==> config.mk <==
export PLATFORM = sky130hd
export DESIGN_NAME = ccu_mem_sched
export DESIGN_NICKNAME = d
export VERILOG_FILES = /design/src/rtl/ccu_mem_sched_pkg.sv /design/src/rtl/ccu_mem_sched_wb_line_table.sv /design/src/rtl/ccu_mem_sched.sv
export SDC_FILE = /design/constraint.sdc
export NUM_CORES = 1
export LEC_CHECK = 0
export BUFFER_PORTS_ARGS = -buffer_cell sky130_fd_sc_hd__buf_2
export CAP_MARGIN = 10
export CORE_ASPECT_RATIO = 0.5
export CORE_MARGIN = 8
export CORE_UTILIZATION = 58
export DETAILED_ROUTE_END_ITERATION = 10
export HOLD_SLACK_MARGIN = 0.03
export MAX_ROUTING_LAYER = met4
export PLACE_DENSITY = 0.91
export SETUP_SLACK_MARGIN = 0.15
export SLEW_MARGIN = 40
export SYNTH_ARGS = -nofsm -noshare
export SYNTH_HDL_FRONTEND = slang
export SYNTH_SLANG_ARGS = --single-unit
export TNS_END_PERCENT = 1
==> constraint.sdc <==
create_clock -name clk_i -period 3.8 [get_ports clk_i]
set_input_delay 0.19 -clock clk_i [delete_from_list [all_inputs] [get_ports clk_i]]
set_output_delay 0.19 -clock clk_i [all_outputs]
set_load 0.05 [all_outputs]
==> src/rtl/ccu_mem_sched_pkg.sv <==
// ============================================================================
// Module      : ccu_mem_sched_pkg
// Description : Shared constants, line-address type and line extraction helper
//               for the CCU memory-request hazard scheduler.
// Revision    : 1.0 - initial release
// ============================================================================
`default_nettype none

package ccu_mem_sched_pkg;

    localparam int unsigned C_ADDR_WIDTH  = 64;
    localparam int unsigned C_LINE_OFFSET = 6;
    localparam int unsigned C_LINE_WIDTH  = C_ADDR_WIDTH - C_LINE_OFFSET;

    typedef logic [C_LINE_WIDTH-1:0] line_t;

    // Caller truncates the result to its own line width.
    function automatic logic [C_ADDR_WIDTH-1:0] line_of(
        input logic [C_ADDR_WIDTH-1:0] addr,
        input int unsigned             offset
    );
        return addr >> offset;
    endfunction

endpackage

`default_nettype wire

==> src/rtl/ccu_mem_sched_wb_line_table.sv <==
// ============================================================================
// Module      : ccu_wb_line_table
// Description : In-order circular table of in-flight write-back line addresses
//               with a parallel compare port against one queried line.
// Revision    : 1.0 - initial release
// ============================================================================
`default_nettype none

module ccu_wb_line_table #(
    parameter int DEPTH  = 4,
    parameter int LINE_W = 58
) (
    input  logic                    clk,
    input  logic                    rst,
    input  logic                    i_push,
    input  logic [LINE_W-1:0]       i_push_line,
    input  logic                    i_pop,
    input  logic [LINE_W-1:0]       i_query_line,
    output logic                    o_match,
    output logic [$clog2(DEPTH):0]  o_count
);

    localparam int PW = $clog2(DEPTH);

    logic [DEPTH-1:0]  r_valid;
    logic [LINE_W-1:0] r_line [DEPTH];
    logic [PW-1:0]     r_wr_ptr;
    logic [PW-1:0]     r_rd_ptr;
    logic [PW:0]       r_count;
    logic              w_pop;

    // A B response with nothing outstanding (e.g. straddling a reset) is dropped.
    assign w_pop = i_pop && (r_count != '0);

    always_ff @(posedge clk or posedge rst) begin
        if (rst) begin
            r_valid  <= '0;
            r_wr_ptr <= '0;
            r_rd_ptr <= '0;
            r_count  <= '0;
        end else begin
            if (w_pop) begin
                r_valid[r_rd_ptr] <= 1'b0;
                r_rd_ptr          <= r_rd_ptr + PW'(1);
            end
            // Push after pop so a full-table push/pop on the same slot keeps the new entry.
            if (i_push) begin
                r_valid[r_wr_ptr] <= 1'b1;
                r_wr_ptr          <= r_wr_ptr + PW'(1);
            end
            case ({i_push, w_pop})
                2'b10:   r_count <= r_count + (PW+1)'(1);
                2'b01:   r_count <= r_count - (PW+1)'(1);
                default: r_count <= r_count;
            endcase
        end
    end

    always_ff @(posedge clk) begin
        if (i_push) begin
            r_line[r_wr_ptr] <= i_push_line;
        end
    end

    always_comb begin
        o_match = 1'b0;
        for (int i = 0; i < DEPTH; i++) begin
            if (r_valid[i] && (r_line[i] == i_query_line)) begin
                o_match = 1'b1;
            end
        end
    end

    assign o_count = r_count;

    a_pop_when_empty: assert property (@(posedge clk) disable iff (rst)
        !(i_pop && (r_count == '0)));

endmodule

`default_nettype wire

==> src/rtl/ccu_mem_sched.sv <==
// ============================================================================
// Module      : ccu_mem_sched
// Description : Read/write-back hazard and throughput scheduler in front of the
//               memory controller AW/AR request inputs.
// Revision    : 1.0 - initial release
// ============================================================================
`default_nettype none

module ccu_mem_sched
    import ccu_mem_sched_pkg::*;
#(
    parameter int ADDR_WIDTH  = C_ADDR_WIDTH,
    parameter int LINE_OFFSET = C_LINE_OFFSET,
    parameter int WB_DEPTH    = 4,
    parameter int MAX_READS   = 8
) (
    input  logic                  clk_i,
    input  logic                  rst_i,
    input  logic                  wb_valid_i,
    input  logic [ADDR_WIDTH-1:0] wb_addr_i,
    output logic                  wb_ready_o,
    output logic                  wb_valid_o,
    input  logic                  wb_ready_i,
    input  logic                  ar_valid_i,
    input  logic [ADDR_WIDTH-1:0] ar_addr_i,
    output logic                  ar_ready_o,
    output logic                  ar_valid_o,
    input  logic                  ar_ready_i,
    input  logic                  b_valid_i,
    input  logic                  b_ready_i,
    input  logic                  b_wb_i,
    input  logic                  r_valid_i,
    input  logic                  r_ready_i,
    input  logic                  r_last_i,
    output logic                  busy_o,
    output logic                  hazard_o
);

    localparam int LW = ADDR_WIDTH - LINE_OFFSET;
    localparam int CW = $clog2(MAX_READS + 1);
    localparam int PW = $clog2(WB_DEPTH);

    logic [LW-1:0] w_ar_line;
    logic [LW-1:0] w_wb_line;
    logic          w_tab_match;
    logic [PW:0]   w_wb_count;
    logic          w_ar_match;
    logic          w_wb_match;
    logic          w_ar_allow;
    logic          w_wb_allow;
    logic          w_wb_push;
    logic          w_b_pop;
    logic          w_ar_hs;
    logic          w_r_done;
    logic [CW-1:0] r_rd_cnt;
    logic          r_ar_lock;
    logic          r_wb_lock;

    assign w_ar_line = LW'(line_of(C_ADDR_WIDTH'(ar_addr_i), LINE_OFFSET));
    assign w_wb_line = LW'(line_of(C_ADDR_WIDTH'(wb_addr_i), LINE_OFFSET));

    assign w_wb_push = wb_valid_o && wb_ready_i;
    assign w_b_pop   = b_valid_i && b_ready_i && b_wb_i;
    assign w_ar_hs   = ar_valid_o && ar_ready_i;
    assign w_r_done  = r_valid_i && r_ready_i && r_last_i && (r_rd_cnt != '0);

    ccu_wb_line_table #(
        .DEPTH  (WB_DEPTH),
        .LINE_W (LW)
    ) u_table (
        .clk          (clk_i),
        .rst          (rst_i),
        .i_push       (w_wb_push),
        .i_push_line  (w_wb_line),
        .i_pop        (w_b_pop),
        .i_query_line (w_ar_line),
        .o_match      (w_tab_match),
        .o_count      (w_wb_count)
    );

    // The wb_valid_i term makes a same-cycle WB win over an AR to the same line.
    assign w_ar_match = w_tab_match || (wb_valid_i && (w_wb_line == w_ar_line));
    assign w_wb_match = r_ar_lock && (w_ar_line == w_wb_line);

    assign w_ar_allow = r_ar_lock || (!w_ar_match && (r_rd_cnt != CW'(MAX_READS)));
    assign w_wb_allow = r_wb_lock || ((w_wb_count != (PW+1)'(WB_DEPTH)) && !w_wb_match);

    assign ar_valid_o = ar_valid_i && w_ar_allow;
    assign ar_ready_o = ar_ready_i && w_ar_allow;
    assign wb_valid_o = wb_valid_i && w_wb_allow;
    assign wb_ready_o = wb_ready_i && w_wb_allow;

    assign hazard_o = (ar_valid_i && !r_ar_lock && w_ar_match) ||
                      (wb_valid_i && !r_wb_lock && w_wb_match);

    assign busy_o = (w_wb_count != '0) || (r_rd_cnt != '0);

    always_ff @(posedge clk_i or posedge rst_i) begin
        if (rst_i) begin
            r_rd_cnt  <= '0;
            r_ar_lock <= 1'b0;
            r_wb_lock <= 1'b0;
        end else begin
            case ({w_ar_hs, w_r_done})
                2'b10:   r_rd_cnt <= r_rd_cnt + CW'(1);
                2'b01:   r_rd_cnt <= r_rd_cnt - CW'(1);
                default: r_rd_cnt <= r_rd_cnt;
            endcase
            // A raised valid stays up until its handshake, whatever hazards appear.
            r_ar_lock <= ar_valid_o && !ar_ready_i;
            r_wb_lock <= wb_valid_o && !wb_ready_i;
        end
    end

endmodule

`default_nettype wire

==> results of run 1 <==
## per-layer routing
metal	routed length, µm	vias up
li1	-	3325
met1	13320	3700
met2	15270	558
met3	4544	55
met4	735	0
met5	0	-
## what timing repair did
item	in CTS	in global routing
resized for setup	0	7
hold buffers	63	0
hold endpoints to repair	249	0
setup endpoints to repair	0	2
setup buffers	0	1
## power by group through the flow
| stage | Clock [mW] | Combinational (mW) | Sequential, mW |
|---|---|---|---|
| after floorplan | 0 | 0.744 | 3.55 |
| after global placement | 0 | 1.13 | 3.58 |
| after detailed placement | 0 | 1.17 | 3.60 |
| after CTS | 2.13 | 1.23 | 3.54 |
| after global routing | 2.27 | 1.35 | 3.57 |
| final | 2.15 | 1.25 | 3.55 |
## cell families (layout without fill, tap and decap cells)
family | Yosys count | count (layout) | share of synthesized area [%]
fa+ha+maj | 14 | 14 | 1.625
xor+xnor | 247 | 247 | 18.68
other cells | 0 | 1 | 0
mux | 3 | 3 | 0.2673
flops | 249 | 249 | 63.16
compound gates | 55 | 55 | 3.838
buf+inv | 90 | 289 | 3.720
simple gates | 160 | 160 | 8.713
## sequential cells by signal, summed over array words and instances, names as in the netlist
signal / cells
r_ar_lock: 1
r_rd_cnt: 4
r_wb_lock: 1
u_table.o_count: 3
u_table.r_line: 232
u_table.r_rd_ptr: 2
u_table.r_valid: 4
u_table.r_wr_ptr: 2
## worst max-delay path, stage by stage
cell and delay [ns]:
dlygate4sd3_1 0.54, buf_2 0.15, xor2_1 0.40, nor4_1 0.12, nand4_1 0.15, nor4_2 0.06
buf_4 0.16, a221o_2 0.38, o31ai_1 0.37, nand3_1 0.14, ha_1 0.26, ha_1 0.29
a21o_1 0.17, a21oi_1 0.18, xnor2_1 0.14, nor2_1 0.07, xor2_1 0.14
## worst max path at each step
stage / start / endpoint / slack, ns / cells after the start
floorplan: ar_addr_i[41] / r_rd_cnt[3] / 0.89 / 15
global placement: ar_addr_i[18] / r_rd_cnt[3] / 0.36 / 17
detailed placement: ar_addr_i[19] / r_rd_cnt[3] / 0.32 / 15
CTS: wb_addr_i[49] / u_table.o_count[2] / 0.26 / 16
global route: u_table.r_line[2][4] / r_rd_cnt[3] / 0.11 / 15
finish: wb_addr_i[26] / r_rd_cnt[3] / 0.29 / 17
## final cells by class
class / count / area, µm²
antenna: 1 / 2.502
clock buffer: 25 / 561.8
clock inverter: 13 / 100.1
fill: 1286 / 5727
inverter: 42 / 157.7
multi-input combinational: 479 / 3921
sequential: 249 / 7392
tap: 266 / 332.8
timing repair buffer: 209 / 1444
## layout by cell type (no fill, tap or decap), drive strengths merged, types with 5 or more instances in the layout
cell,n
and2,6
a2111oi,5
dfrtp,17
nand4,34
clkinv,10
o2bb2ai,6
o22ai,10
dlygate4sd3,63
clkbuf,25
inv,42
nor4,40
xor2,130
o2111ai,6
buf,146
ha,12
a22o,6
nor2,9
nor3,5
nor2b,17
nand2,10
nand2b,18
edfxtp,232
nand3,8
xnor2,117
## stage by stage
stage / util [%] / cells
final: 70.84 / 1284
after global placement: 63.98 / 1181
after CTS: 70.56 / 1282
after detailed placement: 63.98 / 1181
after floorplan: - / 818
after global routing: 70.84 / 1284
==> results.json, run 1 <==
{
  "reg2reg_slack_ns": 0.31,
  "final_max_slew_viol_count": 0,
  "setup.worst_path.end_class": "register",
  "clk_path_buf_depth": 3,
  "max-vdd-ir-drop_uv": 279.4,
  "p_int_mw": 4.992,
  "worstRegToRegCells": 16,
  "core_area_um2": 19640,
  "grt_util_met3_pct": 7.963,
  "hold_viol_final": 0,
  "use_met2_pct": 41.94,
  "skew_ns": 0.02302,
  "die_w_um": 216.9,
  "syn_inst": 818,
  "cts_root_buf": "clkbuf_16",
  "synthToLayoutAreaGrowth_pct": 18.87,
  "cts_sinks": 249,
  "timing.final.crit_period_ns": 3.510,
  "synth_edf_count": 232,
  "stdcell_area_um2": 13910,
  "cts_tree": "built",
  "grtUsageMet1_pct": 36.39,
  "synth.distinct_cells": 52,
  "switching_share_pct": 28.14,
  "startpoint_type": "input port",
  "holdPathStages": 4,
  "clk_pin_slew_ns": 0.06,
  "postSynthAreaPerCell_um2": 14.31,
  "grt_pass1_vias": 7721,
  "grt_max_degree": 59,
  "switchingPower_mw": 1.955,
  "hold_path_end": "u_table.r_rd_ptr[0]",
  "yosys_register_bits": 249,
  "synth_ff_type": "edfxtp_1",
  "cap_violations": 0,
  "timing.final.crit_share_pct": 92.38,
  "hp-class": "in -> reg",
  "via_count": 7638,
  "syn_area_um2": 11700,
  "drt_drc_violations_left": 0,
  "finalWirelength_mm": 33.87,
  "start_util_pct": 59.59,
  "routedWlPerCell_um": 26.38,
  "slew_headroom_pct": 54.23,
  "yosysMostFrequentCell": "edfxtp_1",
  "layout_setup_ws_ns": 0.2897,
  "grt.busiest_layer": "met2",
  "synth_top_area_share_pct": 59.53,
  "ant_nets": 0,
  "reg2reg_from": "u_table.r_line[2][12]",
  "worstPathArrival_ns": 3.90,
  "whs_ns": 0.1382,
  "rows": 36,
  "finalPower_mw": 6.947,
  "hold_path_startpoint": "b_ready_i",
  "cts_buffers": 22,
  "via_per_inst": 5.949,
  "antenna_found_initial": 1,
  "dp_slack_ns": 0.3201,
  "comb_power_share_pct": 18.0,
  "postPlaceCellArea_um2": 12560,
  "drive_above_1_share_pct": 19.67,
  "max_freq_ghz": 0.2849,
  "max_slew.worst_pin.slew_ns": 0.6858,
  "drtIter0Drc": 1002,
  "dr.pass1.iters": 5,
  "tns_ns": 0,
  "worstPathRequired_ns": 4.19,
  "grtUsageTotal_pct": 27.50,
  "cts.htree.levels": 1,
  "ios": 146,
  "synth_area_leaders": "edfxtp_1 (60%), xor2_1 (9.5%), xnor2_1 (8.8%), dfrtp_1 (3.6%), nor4_1 (1.9%)",
  "dieArea_um2": 25260,
  "grt_first_pass_wirelength_mm": 49.45,
  "rsz0062_at_grt": "yes",
  "p_leak_nw": 4.989,
  "gp_routability_congestion": 0.9866,
  "ys_warn_count": 0,
  "status": "complete, no violations",
  "fin_nets": 1157,
  "setup_viol": 0,
  "synthTopCellsByCount": "edfxtp_1 (232), xor2_1 (127), xnor2_1 (117)",
  "port_buffers": 133,
  "ys_async_sr_fraction_pct": 6.827,
  "powerDensity_nw_per_um2": 499.3,
  "pwr-share-clk_pct": 30.9,
  "p_seq_share_pct": 51.1,
  "rr_endpoint": "r_rd_cnt[3]",
  "dieHeight_um": 116.4,
  "dp_hpwl_mm": 24.34,
  "worst-path-max-fanout": 5,
  "synth_top_cell_by_area": "edfxtp_1",
  "grt-ovfl-total": 0,
  "synth_nets": 972,
  "yosysSeqAreaShare_pct": 63.16,
  "crit_type": "in -> reg",
  "insertion_delay_ns": 0.53
}
(Power assumes the default switching activity.)
==> run 2: changes to the inputs <==
--- a/config.mk
+++ b/config.mk
@@ -14,8 +14,8 @@
 export HOLD_SLACK_MARGIN = 0.03
 export MAX_ROUTING_LAYER = met4
 export PLACE_DENSITY = 0.91
+export RECOVER_POWER = 25
 export SETUP_SLACK_MARGIN = 0.15
-export SLEW_MARGIN = 40
 export SYNTH_ARGS = -nofsm -noshare
 export SYNTH_HDL_FRONTEND = slang
 export SYNTH_SLANG_ARGS = --single-unit
==> run 2 against run 1 <==
  * Die area did not move
  * Wire length fell by 0.49%
  * Setup slack got worse by 0.0035 ns
  * Total power fell by 0.20%
  * First-iteration DRC count rose by 4.1%
  * Critical path depth did not move
  * Cell area fell by 0.31%
  * Combinational power barely moved
  * Fmax fell by 0.10%
  * Clock skew fell by 0.0013 ns
  * Via count fell by 0.59%
  * Non-clock buffer count did not move
  * Highest routed layer unchanged
==> results.json, run 2 (synthesis results as in run 1) <==
{
  "worst-path-max-fanout": 5,
  "finalWirelength_mm": 33.70,
  "slew_headroom_pct": 51.36,
  "whs_ns": 0.1396,
  "clk_pin_slew_ns": 0.06,
  "crit_chain": "dlygate4sd3_1 > clkbuf_1 > xor2_1 > nor4_1 > nand3_1 > nor4_2 > buf_4 > a221o_2 > o31ai_1 > nand3_1 > ha_1 > ha_1 > a21o_1 > a21oi_1 > xnor2_1 > nor2_1 > xor2_1",
  "timing.final.crit_period_ns": 3.514,
  "ant_nets": 0,
  "hp-class": "in -> reg",
  "dp_hpwl_mm": 24.34,
  "drtIter0Drc": 1043,
  "ios": 146,
  "rsz0062_at_grt": "yes",
  "max-vdd-ir-drop_uv": 278.8,
  "top_regs": "u_table.r_line x232, r_rd_cnt x4, u_table.r_valid x4",
  "worstPathArrival_ns": 3.91,
  "slowest_stage": "dlygate4sd3_1",
  "grt-ovfl-total": 0,
  "cpPeakStageDelay_ns": 0.54,
  "startpoint_type": "input port",
  "rows": 36,
  "final_common_cell": "edfxtp_1",
  "cts_root_buf": "clkbuf_16",
  "dieHeight_um": 116.4,
  "setup_viol": 0,
  "layout_setup_ws_ns": 0.2862,
  "max_slew.worst_pin.slew_ns": 0.7230,
  "crit_type": "in -> reg",
  "core_area_um2": 19640,
  "drt_drc_violations_left": 0,
  "port_buffers": 133,
  "grtUsageTotal_pct": 27.50,
  "worstRegToRegCells": 15,
  "via_count": 7593,
  "holdPathStages": 4,
  "antenna_found_initial": 1,
  "finalPower_mw": 6.933,
  "tns_ns": 0,
  "setup.worst_path.end_class": "register",
  "cap_violations": 0,
  "worstPathRequired_ns": 4.19,
  "reg2reg_slack_ns": 0.33,
  "hold_viol_final": 0,
  "start_util_pct": 59.59,
  "routedWlPerCell_um": 26.25,
  "insertion_delay_ns": 0.52,
  "die_w_um": 216.9,
  "hold_path_startpoint": "b_ready_i",
  "drive_above_1_share_pct": 16.32,
  "cts.htree.levels": 1,
  "critical_path_buf_inv_count": 3,
  "grt_pass1_vias": 7721,
  "fin_nets": 1157,
  "cts_buffers": 22,
  "critPathTopFamily": "compound AO/OA/AOI/OAI gates",
  "final_max_slew_viol_count": 0,
  "largest_reg_flops": 232,
  "final_cell_mix": "edfxtp_1 (232), xor2_1 (127), xnor2_1 (115)",
  "clk_path_buf_depth": 3,
  "via_per_inst": 5.914,
  "dieArea_um2": 25260,
  "max_freq_ghz": 0.2846,
  "powerDensity_nw_per_um2": 499.9,
  "regMostFlops": "u_table.r_line",
  "hold_path_end": "u_table.r_rd_ptr[0]",
  "status": "complete, no violations",
  "grt_first_pass_wirelength_mm": 49.45,
  "synthToLayoutAreaGrowth_pct": 18.51,
  "dp_slack_ns": 0.3201,
  "grt_max_degree": 59,
  "p_leak_nw": 4.895,
  "rr_endpoint": "r_rd_cnt[3]",
  "timing.final.crit_share_pct": 92.47,
  "skew_ns": 0.02168,
  "cts_tree": "built",
  "dr.pass1.iters": 9,
  "reg2reg_from": "u_table.r_line[2][4]",
  "cts_sinks": 249,
  "gp_routability_congestion": 0.9866
}
## run 2: cell type report
type,instances,area (µm²)
Antenna cell,1,2.502
Sequential cell,249,7392
Clock inverter,13,100.1
Timing Repair Buffer,209,1401
Inverter,42,157.7
Fill cell,1312,5769
Clock buffer,25,561.8
Tap cell,266,332.8
Multi-Input combinational cell,479,3921
## run 2: how the worst max path moves through the flow
stage / from / end / slack, ns / cells past startpoint
floorplan: ar_addr_i[41] / r_rd_cnt[3] / 0.89 / 15
global placement: ar_addr_i[18] / r_rd_cnt[3] / 0.36 / 17
detailed placement: ar_addr_i[19] / r_rd_cnt[3] / 0.32 / 15
CTS: wb_addr_i[49] / u_table.o_count[2] / 0.26 / 16
global route: u_table.r_line[2][4] / r_rd_cnt[3] / 0.11 / 15
finish: wb_addr_i[47] / r_rd_cnt[3] / 0.29 / 17
## run 2: worst min-delay path: cells and delay by family
kind	cells	cell delay, ns
and+or+nand+nor	2	0.18
buffers and inverters	1	0.09
xor gates and xnor gates	1	0.15
## run 2: repair_timing
action / in CTS / in global routing
endpoints found under the hold margin: 249 / 0
resized for setup: 0 / 7
hold buffers: 63 / 0
buffers inserted: 0 / 1
setup endpoints to repair: 0 / 2
## run 2: stage by stage
stage / area (µm²) / instances / utilization (%)
2_1_floorplan: 11700 / 818 / -
3_3_place_gp: 12560 / 1181 / 63.98
3_5_place_dp: 12560 / 1181 / 63.98
4_1_cts: 13860 / 1282 / 70.56
5_1_grt: 13870 / 1284 / 70.62
6_report: 13870 / 1284 / 70.62
## run 2: power breakdown
part	internal, mW	total (mW)	switching, mW
combinational	0.482	1.25	0.763
sequential	3.37	3.55	0.179
clock	1.13	2.14	1.00
total	4.99	6.93	1.95
## run 2: layer usage
layer | share of wire [%] | GRT usage [%]
met5 | 0 | -
met4 | 2.1 | 6.634
met3 | 12 | 7.963
met2 | 45 | 41.94
met1 | 40 | 36.39
